--- src/rtl/uart_tx_arbiter.sv ---
// Two-requester round-robin arbiter feeding a single UART transmit port.
// Each accepted byte becomes one write pulse, then the FSM tracks txrdy (drop, then recover) before the next grant.
module uart_tx_arbiter #(
  parameter logic [15:0] TX_PORT      = 16'h0000,
  parameter int unsigned DROP_TIMEOUT = 15
) (
  input  logic        clk,
  input  logic        reset,
  input  logic        req0,
  input  logic [7:0]  data0,
  input  logic        req1,
  input  logic [7:0]  data1,
  input  logic        txrdy,
  output logic        write_strobe,
  output logic [15:0] port_id,
  output logic [7:0]  out_port,
  output logic        gnt0,
  output logic        gnt1,
  output logic        busy,
  output logic        err,
  output logic [15:0] tx_count
);

  typedef enum logic [1:0] {IDLE, ISSUE, WAIT_DROP, WAIT_RDY} state_t;

  localparam logic [3:0] TIMER_LAST = 4'(DROP_TIMEOUT - 1);

  state_t      state;
  logic [3:0]  timer;
  logic        last;       // requester granted most recently (1 = requester 1)
  logic [7:0]  held;
  logic [15:0] count_q;
  logic        pick;

  // A tie goes to whichever requester was not served last.
  assign pick     = (req0 && req1) ? ~last : req1;
  assign tx_count = count_q;

  always_ff @(posedge clk or negedge reset) begin
    if (!reset) begin
      state        <= IDLE;
      timer        <= 4'd0;
      last         <= 1'b1;
      held         <= 8'h00;
      count_q      <= 16'h0000;
      write_strobe <= 1'b0;
      port_id      <= 16'h0000;
      out_port     <= 8'h00;
      gnt0         <= 1'b0;
      gnt1         <= 1'b0;
      busy         <= 1'b0;
      err          <= 1'b0;
    end else begin
      // NOTE: pulse outputs default low here and are raised only by the state that owns them; all state uses <= so every branch reads pre-edge values.
      write_strobe <= 1'b0;
      port_id      <= 16'h0000;
      gnt0         <= 1'b0;
      gnt1         <= 1'b0;
      err          <= 1'b0;

      unique case (state)
        IDLE: begin
          if (txrdy && (req0 || req1)) begin
            last  <= pick;
            held  <= pick ? data1 : data0;
            state <= ISSUE;
            busy  <= 1'b1;
          end
        end

        ISSUE: begin
          write_strobe <= 1'b1;
          port_id      <= TX_PORT;
          out_port     <= held;
          gnt0         <= ~last;
          gnt1         <= last;
          count_q      <= count_q + 16'd1;
          timer        <= 4'd0;
          state        <= WAIT_DROP;
        end

        WAIT_DROP: begin
          if (!txrdy) begin
            state <= WAIT_RDY;
          end else if (timer == TIMER_LAST) begin
            err   <= 1'b1;
            timer <= 4'd0;
            state <= IDLE;
            busy  <= 1'b0;
          end else begin
            timer <= timer + 4'd1;
          end
        end

        WAIT_RDY: begin
          if (txrdy) begin
            state <= IDLE;
            busy  <= 1'b0;
          end
        end

        default: begin
          state <= IDLE;
          busy  <= 1'b0;
        end
      endcase
    end
  end

endmodule
--- config.mk ---
export PLATFORM = sky130hd
export DESIGN_NAME = uart_tx_arbiter
export DESIGN_NICKNAME = d
export VERILOG_FILES = /design/src/rtl/uart_tx_arbiter.sv
export SDC_FILE = /design/constraint.sdc
export NUM_CORES = 1
export LEC_CHECK = 0
export ABC_CLOCK_PERIOD_IN_PS = 3200
export BUFFER_PORTS_ARGS = -buffer_cell sky130_fd_sc_hd__buf_4
export CAP_MARGIN = 5
export CORE_MARGIN = 5
export CORE_UTILIZATION = 51
export CTS_CLUSTER_DIAMETER = 50
export DETAILED_ROUTE_END_ITERATION = 8
export PLACE_DENSITY = 0.8
export SYNTH_ARGS = -nofsm -noshare
export SYNTH_HDL_FRONTEND = slang
export SYNTH_SLANG_ARGS = --single-unit
--- constraint.sdc ---
create_clock -name clk -period 3.2 [get_ports clk]
set_clock_uncertainty 0.1 [all_clocks]
set_input_delay 0.32 -clock clk [delete_from_list [all_inputs] [get_ports clk]]
set_output_delay 0.32 -clock clk [all_outputs]
set_load 0.01 [all_outputs]
==> impl_metrics.json, run 1 <==
{
  "status": "finished clean",
  "core_um2": 4000,
  "min-delay-start": "data0[0]",
  "drt_iter0_drc": 88,
  "r2r_cells": 4,
  "synth-seq-cells": 44,
  "crit_path_end_kind": "flip-flop",
  "slew_headroom_pct": 58.2,
  "setup_viol": 0,
  "period_minus_slack_ns": 1.96,
  "cts_buffer_depth": 2,
  "r2r-start": "state[1]",
  "yosysWarnings": 0,
  "cp-start-kind": "flip-flop",
  "grt_pass1_vias": 1455,
  "tightest_slew_ns": 0.627,
  "leakage_nw": 1.35,
  "final_area_um2": 2550,
  "whs_ns": 0.226,
  "cp.arrival_ns": 2.07,
  "firstDrtPassIters": 4,
  "cts_sinks": 44,
  "grt_max_degree": 45,
  "p_per_area_nw_per_um2": 767,
  "overflow": 0,
  "hold_depth": 3,
  "place_hpwl_mm": 2.93,
  "grt_usage_pct": 15.5,
  "syn_area_um2": 2090,
  "initial_utilization_pct": 52.3,
  "antenna_found_initial": 0,
  "timing.final.ws_setup_ns": 1.24,
  "post_cts_buffers": 0,
  "place_ws_ns": 1.26,
  "peakVddDrop_mv": 0.345,
  "maxSlewViolCount": 0,
  "die_area_um2": 5480,
  "synth-edff-count": 0,
  "cts_tree": "built",
  "max_freq_mhz": 510,
  "layout_common_cells": "50 x buf_4, 43 x dfrtp_1, 40 x nand2_1",
  "layout-drive-gt1-share_pct": 25.2,
  "grt_setup_unrepaired": "no",
  "worst_skew_pair.late_latency_ns": 0.29,
  "yosysSeqAreaShare_pct": 52.7,
  "routed_wl_mm": 3.99,
  "fillCellCount": 344,
  "routed_via_density": 4.98,
  "postSynthCellCount": 204,
  "io_pins": 66,
  "async_reset_ff_share_pct": 100,
  "grt_pass1_wl_mm": 6.62,
  "io_buffers": 49,
  "drtAntennaViolNets": 0,
  "tns_ns": 0,
  "final_util_pct": 63.8,
  "hp-class": "input port to flip-flop",
  "finalHoldViolations": 0,
  "path_clk_slew_ns": 0.08,
  "crit_required_ns": 3.31,
  "criticalPathCategory": "flip-flop to flip-flop",
  "cts-htree-levels": 2,
  "avgSynthCellArea_um2": 10.3,
  "synth-main-ff-cell": "dfrtp_1",
  "drcViolationCount": 0,
  "detail_route.wl_per_cell_um": 13.1,
  "final_common_cell": "buf_4",
  "die-height_um": 74.0,
  "cp_max_fo": 15,
  "r2r-end": "tx_count[9]",
  "die_w_um": 74.0,
  "rows": 23,
  "gp_congestion": 0.916,
  "n_antenna_cell": 0,
  "finalCritPeriodShare_pct": 61.2,
  "dr_total_vias": 1514,
  "final_nets": 277,
  "clock_tree.root_cell": "clkbuf_8",
  "placed_cell_area_um2": 2420,
  "reg2reg_slack_ns": 1.24,
  "numCtsBuffers": 5,
  "hold_end": "held[0]",
  "synth_cell_types": 34,
  "area_growth_pct": 22.1,
  "cap_violations": 0
}
[critical path: stages (launching register included)]
cell and delay (ns):
dfrtp_1 0.53, nand2b_1 0.50, nor3_4 0.39, and3_1 0.20
xor2_1 0.16
[cells by family (layout without fill, tap and decap cells)]
kind of cell,Yosys count,in the layout,synth area share (%)
simple gates,80,80,18.7
flops,44,44,52.7
buf+inv,28,63,8.79
compound gates,24,24,7.24
xor+xnor,15,15,6.28
mux,9,9,4.37
fa+ha+maj,3,3,1.79
other cells,1,16,0.179
[metal layers]
layer	wire [um]	GRT usage (%)
met5	0	0
met4	36	4.02
met3	409	5.14
met2	1850	23.9
met1	1690	21.1
[cell type report]
class	instances	area [um2]	area share, %
Timing Repair Buffer	51	385	15.1
Multi-Input combinational cell	147	862	33.8
Inverter	4	15.0	0.588
Sequential cell	44	1100	43.2
Tap cell	50	62.6	2.45
Clock buffer	7	96.3	3.77
Clock inverter	1	30.0	1.18
[cells in the mapped netlist, types with 2 or more instances]
cell type,number,area (um2)
dfrtp_1,43,1080
nand2_1,40,150
buf_4,16,120
nor2_1,13,48.8
a21oi_1,10,50.1
xnor2_1,10,87.6
nand3_1,9,45.0
mux2i_1,8,80.1
and3_1,6,37.5
xor2_1,5,43.8
inv_1,4,15.0
o21ai_0,4,20.0
buf_2,3,15.0
clkbuf_1,3,11.3
ha_1,3,37.5
nand4_1,3,18.8
nor3_4,3,48.8
a22o_1,2,17.5
and2_1,2,12.5
buf_6,2,22.5
o31ai_1,2,15.0
[worst max path at each step]
| stage | from | endpoint | slack [ns] | depth (start not counted) |
|---|---|---|---|---|
| 2_1_floorplan | tx_count[0] | tx_count[14] | 1.69 | 5 |
| 3_3_place_gp | state[1] | tx_count[9] | 1.32 | 4 |
| 3_5_place_dp | state[1] | tx_count[9] | 1.26 | 4 |
| 4_1_cts | state[1] | tx_count[9] | 1.22 | 4 |
| 5_1_grt | state[1] | tx_count[9] | 1.08 | 4 |
| 6_report | state[1] | tx_count[9] | 1.24 | 4 |
[repair_timing]
item,4_1_cts,5_1_grt
hold buffers,1,0
hold endpoints to repair,43,0
resized for setup,0,0
[where the power goes]
group          total (W)  switching [W]  leakage, nW  internal (W)
sequential      0.000914       0.000175        0.556      0.000739
clock           0.000455       0.000180       0.0645      0.000275
combinational   0.000589       0.000301        0.730      0.000288
total            0.00196       0.000656         1.35       0.00130
[metrics by stage]
| step | total power (W) | cells |
|---|---|---|
| finish | 0.00196 | 304 |
| floorplan | 0.00128 | 219 |
| global route | 0.00210 | 304 |
| global placement | 0.00150 | 295 |
| CTS | 0.00198 | 304 |
| detailed placement | 0.00152 | 295 |
[state kept, by name, summed over array words and instances (netlist names)]
name          count
state             2
held              8
gnt0              1
write_strobe      1
err               1
last              1
tx_count         16
gnt1              1
busy              1
timer             4
out_port          8
Power figures use the tool's default switching activity.
==> inputs of run 2 (changes only) <==
Settings changed: ABC_CLOCK_PERIOD_IN_PS 3200 to 1800, CORE_UTILIZATION 51 to 45, PLACE_DENSITY 0.8 to 0.75.
Clock period 3.2 ns to 1.8 ns, I/O delays scaled along.
==> run 2 against run 1 <==
Effect of this change:
- die area is 11% higher
- sequential power up 70%
- worst setup slack got worse by 1.0 ns
- utilization shrank 6.4 points
- non-clock buffer count is 3 higher
- total power grew 72%
- worst hold slack worse by 0.16 ns
- clock-buffer cell count shrank 1
- clock power increased by 45%
- sequential cell count unchanged
- critical path type unchanged
==> impl_metrics.json, run 2 (synthesized netlist as in run 1, its figures left out) <==
{
  "drcViolationCount": 0,
  "grt_usage_pct": 14.2,
  "crit_path_end": "tx_count[14]",
  "grt_pass1_vias": 1478,
  "numCtsBuffers": 5,
  "routed_via_density": 4.90,
  "multi_input_area_um2": 866,
  "cts-htree-levels": 2,
  "largest_reg_flops": 16,
  "crit_path_end_kind": "flip-flop",
  "detail_route.wl_per_cell_um": 13.0,
  "tightest_slew_ns": 0.661,
  "path_clk_slew_ns": 0.09,
  "r2r_cells": 5,
  "cp-start-kind": "flip-flop",
  "critical_path.slowest_cell": "dfrtp_1",
  "n_antenna_cell": 0,
  "clock_tree.root_cell": "clkbuf_8",
  "dr_total_vias": 1514,
  "period_minus_slack_ns": 1.61,
  "r2r-start": "tx_count[0]",
  "busiest_layer": "met2",
  "layout_common_cells": "53 x buf_4, 43 x dfrtp_1, 40 x nand2_1",
  "timing.final.ws_setup_ns": 0.194,
  "max_freq_mhz": 623,
  "final_common_cell": "buf_4",
  "hp-class": "input port to flip-flop",
  "drtAntennaViolNets": 0,
  "r2r-end": "tx_count[14]",
  "cap_violations": 0,
  "place_ws_ns": 0.00109,
  "antenna_found_initial": 0,
  "setup_viol": 0,
  "finalHoldViolations": 0,
  "tns_ns": 0,
  "met2_usage_pct": 21.7,
  "cp_cell_sequence": "ha_1 -> nand3b_1 -> nor3_4 -> nand4_1 -> xnor2_1",
  "drt_iter0_drc": 49,
  "core_um2": 4440,
  "die-height_um": 78.2,
  "slowest_delay_ns": 0.43,
  "reg2reg_slack_ns": 0.19,
  "grt_setup_unrepaired": "no",
  "use_met1_pct": 18.4,
  "finalCritPeriodShare_pct": 89.2,
  "cts_tree": "built",
  "cp_max_fo": 5,
  "status": "finished clean",
  "worst_skew_pair.late_latency_ns": 0.31,
  "cts_sinks": 44,
  "io_buffers": 49,
  "use_met3_pct": 3.43,
  "grt_pass1_wl_mm": 6.80,
  "criticalPathCategory": "flip-flop to flip-flop",
  "grt_max_degree": 45,
  "overflow": 0,
  "layout-drive-gt1-share_pct": 26.5,
  "p_per_area_nw_per_um2": 1320,
  "rows": 24,
  "leakage_nw": 1.34,
  "maxSlewViolCount": 0,
  "die_area_um2": 6110,
  "routed_wl_mm": 4.02,
  "slew_headroom_pct": 55.7,
  "die_w_um": 78.2,
  "critPathLaunch": "tx_count[0]",
  "register_area_um2": 1100,
  "io_pins": 66,
  "peakVddDrop_mv": 0.577,
  "place_hpwl_mm": 2.92,
  "gp_congestion": 0.799,
  "firstDrtPassIters": 4,
  "initial_utilization_pct": 47.1,
  "cp.arrival_ns": 1.70,
  "cts_buffer_depth": 2,
  "final_nets": 280,
  "area_growth_pct": 22.1,
  "fillCellCount": 401,
  "crit_required_ns": 1.89
}
-- run 2: per-stage QoR --
step / total power (W) / utilization, % / area [um2] / instances / hold WS [ns]
after detailed placement: 0.00274 / 55.0 / 2440 / 300 / 0.103
after global placement: 0.00271 / 55.0 / 2440 / 300 / 0.109
after global routing: 0.00365 / 57.5 / 2550 / 309 / 0.0851
after floorplan: 0.00228 / - / 2150 / 219 / -0.216
final: 0.00337 / 57.5 / 2550 / 309 / 0.0633
after CTS: 0.00340 / 57.5 / 2550 / 309 / 0.0628
-- run 2: worst min path at each step --
stage | startpoint | endpoint | slack (ns) | cells after the start
finish | data0[4] | held[4] | 0.06 | 3
floorplan | reset | busy | -0.22 | 0
detailed placement | reset | tx_count[3] | 0.10 | 1
global placement | reset | err | 0.11 | 1
CTS | data0[4] | held[4] | 0.06 | 3
global route | data1[2] | held[2] | 0.09 | 3
-- run 2: what timing repair did --
item / in CTS / in global routing
endpoints found under the setup margin: 3 / 0
endpoints found under the hold margin: 43 / 0
buffers inserted: 0 / 0
hold buffers: 1 / 0
resized for setup: 1 / 0
-- run 2: final cells by class --
type	count	share of cell area, %
sequential	44	43.2
multi-input combinational	147	33.9
timing repair buffer	54	16.0
clock buffer	6	3.23
tap	52	2.55
clock inverter	2	0.588
inverter	4	0.588
-- run 2: metal layers --
metal | vias to the layer above | wire length [um]
met4 | 0 | 107
met3 | 9 | 289
met1 | 698 | 1850
met2 | 58 | 1770
li1 | 749 | -
met5 | - | 0
-- run 2: where the power goes --
group	internal, W	switching (W)
Clock	0.000311	0.000347
Combinational	0.000554	0.000608
Sequential	0.00131	0.000241
-- run 2: worst max-delay path, delay by kind of cell (launching register included) --
family	cells	cell delay, ns
XOR/XNOR	1	0.15
adder cells (fa/ha/maj)	1	0.17
flip-flops	1	0.43
AND/OR/NAND/NOR	3	0.64
